<file path="src/rtl/mmio_port_bank.sv">
// mmio_port_bank
//   Memory-mapped I/O port bank that sits beside the data RAM on the CPU
//   mem_cmd/mem_addr bus. It provides N_OUT writable output registers,
//   N_IN synchronised input ports and, optionally, sticky rising-edge status
//   bits with an interrupt line. Read data is registered, so its latency
//   matches the synchronous RAM; the top level muxes RAM dout against
//   read_data using rd_hit.
//
//   Address window (off = mem_addr - BASE_ADDR, BASE_ADDR low 8 bits zero):
//     0x00+i  OUT[i]   read/write
//     0x40+i  IN[i]    read-only, synchronised value
//     0x80+i  STAT[i]  read / write-1-to-clear (MMIO_EDGE_CAPTURE_EN only)
//
//   Build option: define MMIO_EDGE_CAPTURE_EN to include the edge-detect
//   flops, STAT registers, STAT decode and irq. Without it, irq is tied to 0
//   and STAT addresses are not decoded.
//
// Ports:
//   clk         single clock, rising edge
//   reset       asynchronous, active-high
//   mem_cmd     2'b00 none, 2'b01 read, 2'b11 write, 2'b10 treated as none
//   mem_addr    word address
//   write_data  CPU store data
//   read_data   registered read data, 0 when rd_hit=0
//   rd_hit      registered; read_data is valid from this block
//   in_ports    asynchronous inputs, port i at [i*PORT_W +: PORT_W]
//   out_ports   output register contents, same packing
//   irq         OR of all STAT bits

module mmio_port_bank #(
    parameter int                 DATA_W    = 16,
    parameter int                 ADDR_W    = 9,
    parameter int                 PORT_W    = 8,
    parameter int                 N_OUT     = 2,
    parameter int                 N_IN      = 2,
    parameter logic [ADDR_W-1:0]  BASE_ADDR = 9'h100
) (
    input  logic                    clk,
    input  logic                    reset,
    input  logic [1:0]              mem_cmd,
    input  logic [ADDR_W-1:0]       mem_addr,
    input  logic [DATA_W-1:0]       write_data,
    output logic [DATA_W-1:0]       read_data,
    output logic                    rd_hit,
    input  logic [N_IN*PORT_W-1:0]  in_ports,
    output logic [N_OUT*PORT_W-1:0] out_ports,
    output logic                    irq
);

    logic [N_OUT*PORT_W-1:0] out_q;
    logic [N_IN*PORT_W-1:0]  sync1;
    logic [N_IN*PORT_W-1:0]  sync2;

    logic                    in_window;
    logic [7:0]              off;
    logic                    is_rd;
    logic                    is_wr;
    logic                    rd_dec;
    logic [DATA_W-1:0]       rd_val;
    logic [N_OUT-1:0]        out_sel;

    // Upper write_data bits beyond PORT_W are intentionally ignored.
    logic unused_wdata;
    assign unused_wdata = ^write_data;

`ifdef MMIO_EDGE_CAPTURE_EN
    logic [N_IN*PORT_W-1:0]  prev;
    logic [N_IN*PORT_W-1:0]  stat;
    logic [N_IN*PORT_W-1:0]  stat_clr;
`endif

    assign in_window = (mem_addr[ADDR_W-1:8] == BASE_ADDR[ADDR_W-1:8]);
    assign off       = mem_addr[7:0];
    assign is_rd     = (mem_cmd == 2'b01);
    assign is_wr     = (mem_cmd == 2'b11);
    assign out_ports = out_q;

    // Address decode and read mux; the write-1 clear mask is only meaningful
    // when qualified by is_wr in the STAT update below.
    always_comb begin
        rd_dec  = 1'b0;
        rd_val  = '0;
        out_sel = '0;
`ifdef MMIO_EDGE_CAPTURE_EN
        stat_clr = '0;
`endif
        if (in_window) begin
            for (int i = 0; i < N_OUT; i++) begin
                if (off == 8'(i)) begin
                    rd_dec               = 1'b1;
                    rd_val[PORT_W-1:0]   = out_q[i*PORT_W +: PORT_W];
                    out_sel[i]           = 1'b1;
                end
            end
            for (int i = 0; i < N_IN; i++) begin
                if (off == 8'(64 + i)) begin
                    rd_dec               = 1'b1;
                    rd_val[PORT_W-1:0]   = sync2[i*PORT_W +: PORT_W];
                end
            end
`ifdef MMIO_EDGE_CAPTURE_EN
            for (int i = 0; i < N_IN; i++) begin
                if (off == 8'(128 + i)) begin
                    rd_dec                       = 1'b1;
                    rd_val[PORT_W-1:0]           = stat[i*PORT_W +: PORT_W];
                    stat_clr[i*PORT_W +: PORT_W] = write_data[PORT_W-1:0];
                end
            end
`endif
        end
    end

    always_ff @(posedge clk or posedge reset) begin
        if (reset) begin
            out_q     <= '0;
            sync1     <= '0;
            sync2     <= '0;
            read_data <= '0;
            rd_hit    <= 1'b0;
        end else begin
            for (int i = 0; i < N_OUT; i++) begin
                if (is_wr && out_sel[i])
                    out_q[i*PORT_W +: PORT_W] <= write_data[PORT_W-1:0];
            end
            sync1     <= in_ports;
            sync2     <= sync1;
            rd_hit    <= is_rd && rd_dec;
            read_data <= (is_rd && rd_dec) ? rd_val : '0;
        end
    end

`ifdef MMIO_EDGE_CAPTURE_EN
    // Set term is OR'd after the clear so a coincident rising edge wins.
    always_ff @(posedge clk or posedge reset) begin
        if (reset) begin
            prev <= '0;
            stat <= '0;
        end else begin
            prev <= sync2;
            stat <= (stat & ~(is_wr ? stat_clr : '0)) | (sync2 & ~prev);
        end
    end

    assign irq = |stat;
`else
    assign irq = 1'b0;
`endif

endmodule

</file>
<file path="config.mk">
export PLATFORM = sky130hd
export DESIGN_NAME = mmio_port_bank
export DESIGN_NICKNAME = d
export VERILOG_FILES = /design/src/rtl/mmio_port_bank.sv
export SDC_FILE = /design/constraint.sdc
export NUM_CORES = 1
export LEC_CHECK = 0
export CAP_MARGIN = 5
export CELL_PAD_IN_SITES_DETAIL_PLACEMENT = 0
export CELL_PAD_IN_SITES_GLOBAL_PLACEMENT = 1
export CORE_UTILIZATION = 30
export CTS_CLUSTER_SIZE = 20
export DETAILED_ROUTE_END_ITERATION = 8
export GPL_ROUTABILITY_DRIVEN = 0
export PLACE_DENSITY = 0.75
export SLEW_MARGIN = 20
export SYNTH_ARGS = -nofsm -noshare
export SYNTH_HDL_FRONTEND = slang
export SYNTH_SLANG_ARGS = --single-unit
export TNS_END_PERCENT = 100
</file>
<file path="constraint.sdc">
create_clock -name clk -period 1.9 [get_ports clk]
set_clock_uncertainty 0.2 [all_clocks]
set_input_delay 0.19 -clock clk [delete_from_list [all_inputs] [get_ports clk]]
set_output_delay 0.19 -clock clk [all_outputs]
set_load 0.01 [all_outputs]
</file>
# After elaboration in Yosys (flattened, before gate mapping)
# Index checks and enable logic that the tools add are counted.
totals:
  regBits: 57
  latch_bits: 0
  ram_bits: 0
  romBits: 0
  inputBits: 45
  out_inout_bits: 34
  n_memories: 0
classes:
  n_addsub: 0
  n_mul: 0
  div: 0
  magnitude_cmp: 0
  n_eq_ne: 5
  shift: 0
  muxes: 13
  bitwise_logic: 0
  n_reduce_logical: 4
op_table:
  columns: ["operator", "n"]
  rows:
  - ["2-to-1 mux 8 bit", 6]
  - ["equality test 8 x 7 -> 1 bit (second input constant)", 2]
  - ["equality test 8 x 1 -> 1 bit (second input constant)", 1]
  - ["zero test 8 bit", 1]
  - ["2-to-1 mux 1 bit", 6]
  - ["logical AND 1 bit", 3]
  - ["equality test 2 x 1 -> 1 bit (second input constant)", 1]
  - ["equality test 2 bit (second input constant)", 1]
  - ["2-to-1 mux 2 bit", 1]

# Depth between registers and ports, before layout
# Gate-level depths: netlist (run 1).
depth:
  ltp_word: 8
  depth_mapped: 4
  ltp_nobuf: 3

# Worst setup path after synthesis (run 1)
# Ideal clock, no wire load.
synth_timing:
  kind: "input port to flip-flop"
  start: "input mem_addr[6]"
  end: "register out_q[0], in the netlist out_ports[0]"
  arrival_time_ps: 1145
  path_slack_ps: 427
  stages: 4
  path_buffers: 1
  path_cell_list: "buf_6 > nor2b_1 > nand4b_4 > mux2_1"
synth_via:
  elab_chain_cells: 4
synth_lines:
  columns: ["element", "line_no", "source"]
  rows:
  - ["start: declaration", "41", "input logic [ADDR_W-1:0] mem_addr,"]
  - ["zero test 8 bit", "89", "if (off == 8'(i)) begin"]
  - ["2-to-1 mux 1 bit", "89", null]
  - ["2-to-1 mux 2 bit", "87", "if (in_window) begin"]
  - ["logical AND 1 bit", "122", "if (is_wr && out_sel[i])"]
  - ["end signal: indexed assignment", "123", "out_q[i*PORT_W +: PORT_W] <= write_data[PORT_W-1:0];"]
  - ["end: declaration", "50", "logic [N_OUT*PORT_W-1:0] out_q;"]
# Every way passes these cells.
# A chain may end at the register's enable or synchronous reset.

# Worst setup path in the final report (run 1)
layout_timing:
  start: "input mem_addr[1]"
  end: "register out_q[0], in the netlist out_ports[0]"
# Same word-level chain as after synthesis.

==> impl_metrics.xml, run 1 <==
<?xml version="1.0" encoding="UTF-8"?>
<metrics>
  <group name="layout">
    <metric name="area_delta_synth_final" unit="%">43.8</metric>
    <metric name="finish.net_count" unit="">230</metric>
    <metric name="drive_gt1_share" unit="%">23.9</metric>
    <metric name="filler_cell_count" unit="">589</metric>
    <metric name="final_instance_area" unit="um2">2930</metric>
    <metric name="diodes" unit="">0</metric>
  </group>
  <group name="yosys">
    <metric name="synth_largest_area_cell" unit="">dfrtp_1</metric>
    <metric name="synth_top_area_share" unit="%">70.0</metric>
    <metric name="synth_area_leaders" unit="">dfrtp_1 70%, mux4_2 8.8%, mux2_2 7.7%, buf_4 3.3%, nor2b_1 2.8%</metric>
    <metric name="synth-warning-count" unit="">0</metric>
    <metric name="synth_area_per_cell" unit="um2">18.7</metric>
    <metric name="synth-seq-area-share" unit="%">70.0</metric>
    <metric name="synth_seq_cells" unit="">57</metric>
    <metric name="synthCells" unit="">109</metric>
    <metric name="syn-cell-area" unit="um2">2040</metric>
    <metric name="number_of_different_library_cells_in_the_post_synthesis_netlist" unit="">14</metric>
  </group>
  <group name="clock_network">
    <metric name="tritoncts" unit="">built</metric>
    <metric name="clk_path_buf_depth" unit="">2</metric>
    <metric name="cts-resized-gates" unit="">0</metric>
    <metric name="cts.sinks" unit="">57</metric>
    <metric name="cts-hold-fix-buffers" unit="">0</metric>
    <metric name="postCtsSetupBuffers" unit="">0</metric>
    <metric name="insertion_delay" unit="ns">0.33</metric>
    <metric name="ctsHtreeMaxLevel" unit="">3</metric>
    <metric name="cts_root_buf" unit="">clkbuf_8</metric>
    <metric name="cts.reportedPaths.clkPinSlew" unit="ns">0.06</metric>
    <metric name="tritoncts.num_buffers" unit="">9</metric>
  </group>
  <group name="setup_path">
    <metric name="critical_path_arrival" unit="ns">1.69</metric>
    <metric name="path_class" unit="">input pin to flip-flop</metric>
    <metric name="worstPathCellList" unit="">clkdlybuf4s50_1 -&gt; nor4b_4 -&gt; buf_4 -&gt; nand4b_4 -&gt; mux2_1</metric>
    <metric name="critPathMaxStageDelay" unit="ns">0.45</metric>
    <metric name="critPathLaunchType" unit="">input pin</metric>
    <metric name="cp_max_fanout" unit="">8</metric>
    <metric name="timing.critical_path.to_type" unit="">flip-flop</metric>
    <metric name="crit_required" unit="ns">1.91</metric>
    <metric name="cpMaxStageDelayCell" unit="">clkdlybuf4s50_1</metric>
  </group>
  <group name="global_route">
    <metric name="pin_count_of_the_biggest_net_entering_global_routing" unit="">58</metric>
    <metric name="grt_pass1_vias" unit="">1220</metric>
    <metric name="grt_overflow_total" unit="">0</metric>
    <metric name="grt_pass1_wl" unit="um">6360</metric>
    <metric name="gr-usage-all-layers" unit="%">12.8</metric>
    <metric name="antenna_found_initial" unit="">0</metric>
  </group>
  <group name="floorplan">
    <metric name="die_outline_width" unit="um">84.4</metric>
    <metric name="die-area" unit="um2">7130</metric>
    <metric name="core.rowCount" unit="">29</metric>
    <metric name="io_pins" unit="">79</metric>
    <metric name="core" unit="um2">6460</metric>
    <metric name="die_height" unit="um">84.4</metric>
    <metric name="floorplan.initialDensity" unit="%">31.6</metric>
  </group>
  <group name="route">
    <metric name="dr_total_vias" unit="">1150</metric>
    <metric name="post_drt_antenna_nets" unit="">0</metric>
    <metric name="post-route-drc-count" unit="">6</metric>
    <metric name="dr.pass1.iters" unit="">8</metric>
    <metric name="wl_per_instance" unit="um">14.7</metric>
    <metric name="vias_per_cell" unit="">4.34</metric>
    <metric name="drtIter0Drc" unit="">36</metric>
    <metric name="totalWireLength" unit="um">3890</metric>
  </group>
  <group name="sta">
    <metric name="totalNegativeSetupSlack" unit="ns">0</metric>
    <metric name="setup_repair_after_global_routing_missed_its_margin" unit="">no</metric>
    <metric name="drv_slew" unit="">0</metric>
    <metric name="setup_violations" unit="">0</metric>
    <metric name="clock.fmax" unit="GHz">0.595</metric>
    <metric name="hold_viol_final" unit="">0</metric>
    <metric name="layout_worst_path_cycle_share" unit="%">88.4</metric>
    <metric name="finalWorstPathRequiredPeriod" unit="ns">1.68</metric>
    <metric name="timing.hold.ws" unit="ns">0.0291</metric>
  </group>
  <group name="run_status">
    <metric name="status" unit="">finished with violations</metric>
    <metric name="failing_checks" unit="">design-rule violations</metric>
  </group>
  <group name="power">
    <metric name="p_clk_share" unit="%">40.0</metric>
    <metric name="totalPowerFinal" unit="mW">2.42</metric>
    <metric name="switchingPower" unit="mW">0.519</metric>
    <metric name="leakage_power_summed_over_all_cells" unit="nW">1.33</metric>
    <metric name="power_density" unit="nW/um2">826</metric>
    <metric name="internal-power" unit="mW">1.90</metric>
    <metric name="power_frac_seq" unit="%">52.2</metric>
    <metric name="max-vdd-ir-drop" unit="mV">0.463</metric>
    <metric name="switching_share_of_power" unit="%">21.4</metric>
    <metric name="relative_contribution_of_combinational_cells_to_total_power" unit="%">7.8</metric>
  </group>
  <group name="job">
    <metric name="cap_violations" unit="">0</metric>
  </group>
  <group name="placement">
    <metric name="place_area" unit="um2">2770</metric>
    <metric name="buffers_on_ports" unit="">61</metric>
    <metric name="hpwl" unit="um">2600</metric>
  </group>
  <group name="min_path">
    <metric name="hold_path.class" unit="">input pin to async pin</metric>
  </group>
</metrics>
-- cells in the final DEF (no fill, tap or decap) --
| cell | count |
|---|---|
| nand3b_1 | 1 |
| inv_1 | 1 |
| mux4_2 | 8 |
| buf_12 | 2 |
| mux2_1 | 2 |
| buf_4 | 5 |
| clkbuf_1 | 3 |
| clkdlybuf4s50_1 | 61 |
| mux2_2 | 14 |
| nor2b_1 | 9 |
| conb_1 | 9 |
| clkbuf_8 | 11 |
| nand4_4 | 1 |
| inv_2 | 1 |
| dfrtp_1 | 57 |
| nor4b_4 | 2 |
| nand4b_4 | 1 |
-- worst max-delay path: cells and delay by family --
kind,cells,cell delay [ns]
and+or+nand+nor,2,0.51
buffers and inverters,2,0.63
muxes,1,0.37
-- through the flow --
stage / setup WS [ns] / util, % / instances
floorplan: 0.110 / - / 117
global placement: -0.118 / 42.9 / 251
detailed placement: -0.162 / 42.9 / 251
CTS: 0.202 / 45.4 / 265
global route: 0.162 / 45.4 / 265
finish: 0.220 / 45.4 / 265
-- cells in the mapped netlist --
library cell,count
nor4b_4,2
mux4_2,8
nand3b_1,1
buf_6,1
nand4_4,1
inv_1,2
conb_1,1
nor2b_1,9
mux2_1,2
nand4b_4,1
dfrtp_1,57
buf_2,1
mux2_2,14
buf_4,9
-- power by group through the flow --
| stage | clock (mW) | combinational [mW] | sequential (mW) |
|---|---|---|---|
| after floorplan | 0 | 0.0867 | 1.29 |
| after global placement | 0 | 0.190 | 1.29 |
| after detailed placement | 0 | 0.192 | 1.29 |
| after CTS | 1.01 | 0.192 | 1.27 |
| after global routing | 1.06 | 0.206 | 1.27 |
| final | 0.969 | 0.188 | 1.26 |
-- final cells by class --
class	instances	area (um2)	share of cell area, %
inverter	2	7.51	0.256
clock buffer	14	163	5.55
timing repair buffer	68	688	23.5
tap	77	96.3	3.29
sequential	57	1430	48.7
multi-input combinational	47	551	18.8
-- final timing paths --
kind	start	to	slack [ns]	cells past startpoint
setup / recovery	mem_addr[1]	out_ports[0]$_DFFE_PP0P_	0.22	5
hold reg to reg	sync1[7]$_DFF_PP0_	sync2[7]$_DFF_PP0_	0.15	0
hold / removal	reset	sync2[13]$_DFF_PP0_	0.03	3
max in group asynchronous	reset	read_data[3]$_DFF_PP0_	1.23	3
setup reg to reg	out_ports[13]$_DFFE_PP0P_	read_data[5]$_DFF_PP0_	0.59	2
min in group clk	in_ports[8]	sync1[8]$_DFF_PP0_	0.10	1
-- per-layer routing --
metal / vias up / global-route usage (%) / routed length (um) / share of wire (%)
li1: 512 / - / - / -
met2: 59 / 18.9 / 1780 / 46
met3: 9 / 6.19 / 351 / 9.0
met5: - / 0 / 0 / 0
met4: 0 / 6.47 / 78 / 2.0
met1: 570 / 15.8 / 1690 / 43
-- cell families after synthesis --
group,count (synthesis),share of synthesized area (%)
other,1,0.184
buffers and inverters,13,4.48
muxes,24,17.7
DFF,57,70.0
and+or+nand+nor,14,7.67
-- sequential cells by signal, indices dropped and copies added, names as in the netlist --
| name | cells |
|---|---|
| out_ports | 16 |
| rd_hit | 1 |
| read_data | 8 |
| sync1 | 16 |
| sync2 | 16 |
(Power assumes the default switching activity.)
==> run 2, diff against run 1 <==
--- a/config.mk
+++ b/config.mk
@@ -8,11 +8,13 @@
 export CAP_MARGIN = 5
 export CELL_PAD_IN_SITES_DETAIL_PLACEMENT = 0
 export CELL_PAD_IN_SITES_GLOBAL_PLACEMENT = 1
+export CORE_ASPECT_RATIO = 1.25
 export CORE_UTILIZATION = 30
 export CTS_CLUSTER_SIZE = 20
 export DETAILED_ROUTE_END_ITERATION = 8
 export GPL_ROUTABILITY_DRIVEN = 0
 export PLACE_DENSITY = 0.75
+export SETUP_SLACK_MARGIN = 0.4
 export SLEW_MARGIN = 20
 export SYNTH_ARGS = -nofsm -noshare
 export SYNTH_HDL_FRONTEND = slang
==> run 2 against run 1 <==
Compared with the run above: the flow now finishes without violations; critical path depth unchanged; worst setup slack improved by 0.24 ns; via count up 0.17%; global-route usage down 1.1 points; worst hold slack better by 0.056 ns; sequential share of layout area is 1.1 points lower; sequential cell count did not move; critical endpoint is now out_ports[7]$_DFFE_PP0P_; largest power group unchanged.
==> impl_metrics.xml, run 2 (synthesis results as in run 1) <==
<?xml version="1.0" encoding="UTF-8"?>
<metrics>
  <group name="run_status">
    <metric name="status" unit="">finished clean</metric>
  </group>
  <group name="floorplan">
    <metric name="die_height" unit="um">94.2</metric>
    <metric name="io_pins" unit="">79</metric>
    <metric name="core" unit="um2">6570</metric>
    <metric name="core.rowCount" unit="">33</metric>
    <metric name="die-area" unit="um2">7130</metric>
    <metric name="die_outline_width" unit="um">75.7</metric>
    <metric name="floorplan.initialDensity" unit="%">31.0</metric>
  </group>
  <group name="placement">
    <metric name="hpwl" unit="um">2570</metric>
    <metric name="dp_slack" unit="ns">-0.114</metric>
    <metric name="buffers_on_ports" unit="">61</metric>
  </group>
  <group name="power">
    <metric name="max-vdd-ir-drop" unit="mV">0.423</metric>
    <metric name="leakage_power_summed_over_all_cells" unit="nW">1.53</metric>
    <metric name="power_density" unit="nW/um2">885</metric>
    <metric name="totalPowerFinal" unit="mW">2.66</metric>
  </group>
  <group name="clock_network">
    <metric name="cts_root_buf" unit="">clkbuf_8</metric>
    <metric name="postCtsSetupBuffers" unit="">0</metric>
    <metric name="ctsHtreeMaxLevel" unit="">3</metric>
    <metric name="cts.reportedPaths.clkPinSlew" unit="ns">0.07</metric>
    <metric name="clk_path_buf_depth" unit="">2</metric>
    <metric name="cts.sinks" unit="">57</metric>
    <metric name="tritoncts.num_buffers" unit="">9</metric>
    <metric name="insertion_delay" unit="ns">0.33</metric>
    <metric name="cts-hold-fix-buffers" unit="">0</metric>
    <metric name="tritoncts" unit="">built</metric>
  </group>
  <group name="sta">
    <metric name="drv_slew" unit="">0</metric>
    <metric name="setup_violations" unit="">0</metric>
    <metric name="layout_worst_path_cycle_share" unit="%">75.9</metric>
    <metric name="finalWorstPathRequiredPeriod" unit="ns">1.44</metric>
    <metric name="totalNegativeSetupSlack" unit="ns">0</metric>
    <metric name="clock.fmax" unit="GHz">0.694</metric>
    <metric name="hold_viol_final" unit="">0</metric>
    <metric name="setup_slack" unit="ns">0.459</metric>
    <metric name="setup_repair_after_global_routing_missed_its_margin" unit="">no</metric>
  </group>
  <group name="setup_path">
    <metric name="path_class" unit="">input pin to flip-flop</metric>
    <metric name="critPathLaunchType" unit="">input pin</metric>
    <metric name="cp_max_fanout" unit="">8</metric>
    <metric name="crit_required" unit="ns">1.92</metric>
    <metric name="timing.critical_path.to_type" unit="">flip-flop</metric>
    <metric name="worstPathCellList" unit="">clkdlybuf4s50_1 -&gt; nor2b_1 -&gt; buf_4 -&gt; nand4b_4 -&gt; mux2_4</metric>
    <metric name="cpMaxStageDelayCell" unit="">clkdlybuf4s50_1</metric>
    <metric name="critical_path_arrival" unit="ns">1.46</metric>
    <metric name="critPathMaxStageDelay" unit="ns">0.43</metric>
  </group>
  <group name="layout">
    <metric name="layout.cells.most_common" unit="">dfrtp_1</metric>
    <metric name="drive_gt1_share" unit="%">27.7</metric>
    <metric name="finish.net_count" unit="">231</metric>
    <metric name="seqCellArea" unit="um2">1430</metric>
    <metric name="layout.core_utilization" unit="%">45.7</metric>
    <metric name="diodes" unit="">0</metric>
    <metric name="most_used_cells_in_the_layout_excluding_fill_and_tap_cells" unit="">57 x dfrtp_1, 32 x dlygate4sd2_1, 26 x clkdlybuf4s50_1, 14 x mux2_2</metric>
    <metric name="multi_input_comb_area" unit="um2">558</metric>
    <metric name="area_delta_synth_final" unit="%">47.3</metric>
    <metric name="filler_cell_count" unit="">597</metric>
  </group>
  <group name="route">
    <metric name="wl_per_instance" unit="um">13.5</metric>
    <metric name="dr.pass1.iters" unit="">3</metric>
    <metric name="drtIter0Drc" unit="">56</metric>
    <metric name="dr_total_vias" unit="">1152</metric>
    <metric name="post_drt_antenna_nets" unit="">0</metric>
    <metric name="post-route-drc-count" unit="">0</metric>
    <metric name="vias_per_cell" unit="">4.14</metric>
    <metric name="totalWireLength" unit="um">3760</metric>
  </group>
  <group name="global_route">
    <metric name="grt_pass1_wl" unit="um">5800</metric>
    <metric name="pin_count_of_the_biggest_net_entering_global_routing" unit="">58</metric>
    <metric name="gr-usage-all-layers" unit="%">11.7</metric>
    <metric name="grt_pass1_vias" unit="">1230</metric>
    <metric name="grt_overflow_total" unit="">0</metric>
    <metric name="antenna_found_initial" unit="">0</metric>
  </group>
  <group name="job">
    <metric name="cap_violations" unit="">0</metric>
  </group>
  <group name="min_path">
    <metric name="hold_path.class" unit="">input pin to async pin</metric>
  </group>
</metrics>
run 2: area by class of cell:
| cell class | count | share of cell area, % |
|---|---|---|
| timing repair buffer | 69 | 22.6 |
| sequential | 57 | 47.5 |
| clock inverter | 7 | 3.17 |
| clock buffer | 9 | 4.13 |
| multi-input combinational | 47 | 18.6 |
| inverter | 2 | 0.375 |
| tap | 87 | 3.63 |
run 2: timing repair:
item	in CTS	in global routing
endpoints found under the setup margin	41	17
pin swaps	0	2
resized for setup	34	4
hold endpoints to repair	0	0
cloned	0	1
run 2: per-layer routing:
layer / wire length [um] / global-route usage [%] / up-vias
met2: 1950 / 19.9 / 57
met3: 316 / 5.04 / 6
met1: 1440 / 12.0 / 570
met4: 53 / 6.02 / 0
met5: 0 / 0 / -
li1: - / - / 519
run 2: final timing paths:
path	startpoint	endpoint	slack (ns)	cells after the start
worst max-delay path	mem_addr[6]	out_ports[7]$_DFFE_PP0P_	0.46	5
worst min-delay path	reset	sync2[11]$_DFF_PP0_	0.08	3
worst max register to register	out_ports[4]$_DFFE_PP0P_	read_data[4]$_DFF_PP0_	0.60	2
worst min register to register	sync1[9]$_DFF_PP0_	sync2[9]$_DFF_PP0_	0.15	0
max in group asynchronous	reset	sync2[10]$_DFF_PP0_	1.18	3
min in group clk	in_ports[1]	sync1[1]$_DFF_PP0_	0.10	1
run 2: stage by stage:
| stage | cells | hold slack (ns) | instance area, um2 |
|---|---|---|---|
| detailed placement | 261 | 0.135 | 2790 |
| floorplan | 117 | 0.0214 | 2070 |
| finish | 278 | 0.0846 | 3000 |
| CTS | 277 | 0.0713 | 2970 |
| global route | 278 | 0.0724 | 3000 |
| global placement | 261 | 0.133 | 2790 |
run 2: critical path: cells and delay by family:
family                 cells  cell delay (ns)
and+or+nand+nor            2             0.34
buffers and inverters      2             0.58
muxes                      1             0.35
run 2: report_power, final:
group | switching [mW] | leakage [nW] | internal [mW]
Combinational | 0.0734 | 0.696 | 0.112
Sequential | 0.0123 | 0.722 | 1.25
Clock | 0.470 | 0.109 | 0.736
